File: src/rtl/valve_driver.sv
// Two independent valve channels: debounced open, minimum on/off times,
// latched fault with operator acknowledge and saturating fault counters.
module valve_driver #(
  parameter int DEB     = 3,
  parameter int MIN_ON  = 8,
  parameter int MIN_OFF = 8
) (
  input  logic       clk,
  input  logic       reset,
  input  logic [1:0] C,
  input  logic [1:0] Pout,
  input  logic [1:0] ack,
  output logic [1:0] valve,
  output logic [1:0] alarm,
  output logic [1:0] busy,
  output logic [7:0] fault_cnt
);

  typedef enum logic [2:0] {
    IDLE     = 3'd0,
    WAIT_ON  = 3'd1,
    ON       = 3'd2,
    HOLD_OFF = 3'd3,
    FAULT    = 3'd4
  } state_t;

  localparam logic [7:0] DEB_LAST = 8'(DEB - 1);
  localparam logic [7:0] ON_MIN   = 8'(MIN_ON);
  localparam logic [7:0] OFF_LAST = 8'(MIN_OFF);

  state_t     r_state    [2];
  state_t     w_state_nxt[2];
  logic [7:0] r_cnt      [2];
  logic [7:0] w_cnt_nxt  [2];
  logic [3:0] r_fcnt     [2];
  logic [3:0] w_fcnt_nxt [2];
  logic [1:0] r_valve;
  logic [1:0] r_alarm;
  logic [1:0] r_busy;

  // Per-channel next state; one shared counter serves debounce, on and off timing.
  always_comb begin
    for (int i = 0; i < 2; i++) begin
      w_state_nxt[i] = r_state[i];
      w_cnt_nxt[i]   = r_cnt[i];
      w_fcnt_nxt[i]  = r_fcnt[i];
      if (Pout[i]) begin
        w_state_nxt[i] = FAULT;
        w_cnt_nxt[i]   = 8'd0;
        if (r_state[i] != FAULT && r_fcnt[i] != 4'd15) begin
          w_fcnt_nxt[i] = r_fcnt[i] + 4'd1;
        end else begin
          w_fcnt_nxt[i] = r_fcnt[i];
        end
      end else begin
        case (r_state[i])
          IDLE: begin
            if (C[i]) begin
              w_state_nxt[i] = WAIT_ON;
              w_cnt_nxt[i]   = 8'd1;
            end else begin
              w_cnt_nxt[i]   = 8'd0;
            end
          end
          WAIT_ON: begin
            if (!C[i]) begin
              w_state_nxt[i] = IDLE;
              w_cnt_nxt[i]   = 8'd0;
            end else if (r_cnt[i] == DEB_LAST) begin
              w_state_nxt[i] = ON;
              w_cnt_nxt[i]   = 8'd1;
            end else begin
              w_cnt_nxt[i]   = r_cnt[i] + 8'd1;
            end
          end
          ON: begin
            if (!C[i] && r_cnt[i] >= ON_MIN) begin
              w_state_nxt[i] = HOLD_OFF;
              w_cnt_nxt[i]   = 8'd1;
            end else if (r_cnt[i] != 8'hFF) begin
              w_cnt_nxt[i]   = r_cnt[i] + 8'd1;
            end else begin
              w_cnt_nxt[i]   = r_cnt[i];
            end
          end
          HOLD_OFF: begin
            if (r_cnt[i] == OFF_LAST) begin
              w_state_nxt[i] = IDLE;
              w_cnt_nxt[i]   = 8'd0;
            end else begin
              w_cnt_nxt[i]   = r_cnt[i] + 8'd1;
            end
          end
          FAULT: begin
            if (ack[i]) begin
              w_state_nxt[i] = HOLD_OFF;
              w_cnt_nxt[i]   = 8'd1;
            end else begin
              w_cnt_nxt[i]   = 8'd0;
            end
          end
          default: begin
            w_state_nxt[i] = IDLE;
            w_cnt_nxt[i]   = 8'd0;
          end
        endcase
      end
    end
  end

  // State, counters and outputs update together so outputs track state exactly.
  always_ff @(posedge clk) begin
    if (!reset) begin
      for (int i = 0; i < 2; i++) begin
        r_state[i] <= IDLE;
        r_cnt[i]   <= 8'd0;
        r_fcnt[i]  <= 4'd0;
      end
      r_valve <= 2'b00;
      r_alarm <= 2'b00;
      r_busy  <= 2'b00;
    end else begin
      for (int i = 0; i < 2; i++) begin
        r_state[i] <= w_state_nxt[i];
        r_cnt[i]   <= w_cnt_nxt[i];
        r_fcnt[i]  <= w_fcnt_nxt[i];
        r_valve[i] <= (w_state_nxt[i] == ON);
        r_alarm[i] <= (w_state_nxt[i] == FAULT);
        r_busy[i]  <= (w_state_nxt[i] == WAIT_ON) || (w_state_nxt[i] == HOLD_OFF);
      end
    end
  end

  assign valve     = r_valve;
  assign alarm     = r_alarm;
  assign busy      = r_busy;
  assign fault_cnt = {r_fcnt[1], r_fcnt[0]};

endmodule
File: config.mk
export PLATFORM = sky130hd
export DESIGN_NAME = valve_driver
export DESIGN_NICKNAME = d
export VERILOG_FILES = /design/src/rtl/valve_driver.sv
export SDC_FILE = /design/constraint.sdc
export NUM_CORES = 1
export LEC_CHECK = 0
export BUFFER_PORTS_ARGS = -buffer_cell sky130_fd_sc_hd__buf_2
export CELL_PAD_IN_SITES_DETAIL_PLACEMENT = 1
export CELL_PAD_IN_SITES_GLOBAL_PLACEMENT = 1
export CORE_MARGIN = 4
export CORE_UTILIZATION = 47
export DETAILED_ROUTE_END_ITERATION = 6
export HOLD_SLACK_MARGIN = 0.15
export PLACE_DENSITY = 0.9
export SKIP_LAST_GASP = 1
export SYNTH_ARGS = -nofsm -noshare
export SYNTH_HDL_FRONTEND = slang
export SYNTH_SLANG_ARGS = --single-unit
File: constraint.sdc
create_clock -name clk -period 4 [get_ports clk]
set_input_delay 0.6 -clock clk [delete_from_list [all_inputs] [get_ports clk]]
set_output_delay 0.6 -clock clk [all_outputs]
set_load 0.005 [all_outputs]
==> results.toml <==
[place]
dp_hpwl_mm = 3.75
finalWeightedCongestion = 0.889
post-place-cells = 289
placed_area_sq_mm = 0.00208
post-place-ws_ns = 2.00
io_buffers = 21

[critical_path]
cpPeakStageDelay_ns = 0.55
endpoint_kind = "register"
crit_buf_inv = 0
rr_worst_depth = 5
crit_path_start_kind = "register"
reg2reg_slack_ns = 2.01
reg2reg_to = "r_cnt[0][9]"
cp.arrival_ns = 2.17
critPathCapture = "r_cnt[0][9]"
crit_cells = 5
critPathKind = "reg -> reg"
crit_family = "simple AND/OR/NAND/NOR gates"
crit_chain = "nor4_2, nand4b_1, a221o_1, nand2_1, o21ai_0"
slowest_stage = "nor4_2"
reg2reg_from = "r_cnt[0][12]"
required_ns = 4.18
worstSetupStartpoint = "r_cnt[0][12]"
cp_max_fo = 6

[timing]
setup_viol = 0
final-hold-violation-count = 0
clock.fmax_ghz = 0.503
fin_setup_tns_ns = 0
rsz0062_at_grt = "no"
min_period_over_period_pct = 49.7
clock_skew_ns = 0.00639
setup_ws_ns = 2.01
layout_min_cycle_time_ns = 1.99
report.final.slew_viol_count = 0
relSlewSlack_pct = 54.3
hold_ws_ns = 0.560
tightest_slew_ns = 0.678

[worst_hold_path]
min_path_type = "reg -> reg"
hold_depth = 2

[detailed_routing]
ant_nets = 0
drc = 0
vias = 1725
wl_mm = 4.83
drt-pass1-iter-count = 4
first_iter_violations = 63
vias_per_cell = 5.81
wire_per_inst_microns = 16.3

[yosys]
synth_fp_nets = 243
synth_cell_type_count = 53
avgSynthCellArea_sq_um = 8.59
synthCells = 227
async_reset_ff_share_pct = 0
yosys-top-cells-area = "dfxtp_1, ha_1, nor2_1"
ys_seq_area_share_pct = 36.9
synth_warnings = 0
ys_ff_latch = 36
synthFlopType = "dfxtp_1"
synth.top_cell.area_share_pct = 36.9
yosys.area.top_type = "dfxtp_1"
synth_edf_count = 0
synth_area_sq_mm = 0.00195

[cts]
root_buffer = "clkbuf_8"
cts_buffer_depth = 2
post-cts-setup-buffers = 0
clkLatencyLatePin_ns = 0.29
cts.sinks = 36
clk_pin_slew_ns = 0.07
cts-resized-gates = 0
tritoncts = "done"
hold_buffers = 0
cts_buffers = 5
ctsHtreeMaxLevel = 2

[floorplanning]
die_y_microns = 72.4
std_cell_rows = 23
start_util_pct = 48.8
die_x_microns = 72.4
io-pin-count = 22
dieArea_sq_mm = 0.00524
core_sq_mm = 0.00400

[layout]
stdcell_area_sq_mm = 0.00217
area_delta_synth_final_pct = 11.2
postLayoutCoreUtil_pct = 54.2
n_antenna_cell = 0
fin_cells = 297
fin_nets = 262
layout-drive-gt1-share_pct = 15.4

[run_status]
status = "complete, no violations"

[grt]
grt_pass1_vias = 1768
grtUsageTotal_pct = 19.7
grt_max_degree = 17
grt_overflow = 0
grt_pass1_wl_mm = 8.18
antenna_found_initial = 0

[flow_run]
cap_viol_max_count = 0

[power_and_ir_drop]
finalPower_mw = 0.726
vdd_drop_max_uv = 171
cellPowerDensity_mw_per_mm2 = 334
total_leakage_power_nw = 0.812
worst min-delay path: stages (launching register included):
cell and delay, ns:
dfxtp_1 0.35, nor2_1 0.12, nor3_1 0.05
state kept, by name, indices dropped and copies added, names as in the netlist:
register and cells:
r_fcnt 8, r_cnt 16, valve 2, r_state 6
busy 2, alarm 2
how the worst min path moves through the flow:
stage | to | start
2_1_floorplan | r_cnt[0][9] | r_cnt[0][9]
3_3_place_gp | r_cnt[0][9] | r_cnt[0][9]
3_5_place_dp | r_cnt[0][9] | r_cnt[0][9]
4_1_cts | r_cnt[0][15] | r_cnt[0][15]
5_1_grt | r_state[0][5] | Pout[1]
6_report | r_cnt[0][15] | r_cnt[0][15]
cells in the final DEF (no fill, tap or decap), types with 4 or more instances in the layout:
master	instances
ha_1	8
nor2_1	20
o21a_1	4
o21ai_0	10
inv_1	9
a211oi_1	4
nand2b_1	7
nor2b_1	4
xor2_1	6
dfxtp_1	36
o31ai_1	4
clkbuf_8	6
nand2_1	19
nand4_1	6
nor3_1	7
buf_2	21
xnor2_1	6
nand3_1	10
a31oi_1	5
and2_1	9
metal layers:
layer	part of all wire (%)	routed length, microns	GRT usage [%]
met1	44	2110	23.6
met2	51	2480	34.5
met3	3.2	156	4.29
met4	1.7	82	7.38
met5	0	0	0
cell usage after synthesis, types with 2 or more instances:
| cell type | number |
|---|---|
| or3b_2 | 2 |
| mux2i_1 | 3 |
| nor2_1 | 20 |
| nor2b_1 | 4 |
| dfxtp_1 | 36 |
| nor3_1 | 7 |
| nand4_1 | 6 |
| o31ai_1 | 4 |
| ha_1 | 8 |
| nand2_1 | 19 |
| xnor2_1 | 6 |
| o311ai_0 | 2 |
| xor2_1 | 6 |
| and3_1 | 3 |
| o21ai_0 | 10 |
| and2_1 | 9 |
| a21oi_1 | 3 |
| and3b_1 | 3 |
| a31oi_1 | 5 |
| or2_2 | 2 |
| inv_1 | 9 |
| a211oi_1 | 4 |
| nand2b_1 | 7 |
| o21a_1 | 4 |
| nor4bb_1 | 2 |
| nand3_1 | 10 |
| clkbuf_1 | 6 |
| or4_1 | 2 |
power breakdown:
group / switching (mW) / internal, mW / leakage (nW)
combinational: 0.0374 / 0.0324 / 0.475
sequential: 0.0138 / 0.370 / 0.293
clock: 0.132 / 0.140 / 0.0445
total: 0.184 / 0.542 / 0.812
cells by family (layout without fill, tap and decap cells):
logic type                 count (synthesis)  in the layout  share of synthesized area (%)
buffers and inverters                     18             38                           3.91
and+or+nand+nor                          106            106                           31.1
DFF                                       36             36                           36.9
adders and majority gates                  8              8                           5.13
xor gates and xnor gates                  12             12                           5.39
AOI/OAI and AO/OA                         44             44                           16.0
muxes                                      3              3                           1.54
cell type report:
type | instances | area (sq um)
Inverter | 9 | 33.8
Clock buffer | 7 | 86.3
Tap cell | 50 | 62.6
Timing Repair Buffer | 21 | 105
Clock inverter | 1 | 7.51
Sequential cell | 36 | 721
Fill cell | 495 | 1830
Multi-Input combinational cell | 173 | 1150
(Power assumes the default switching activity.)
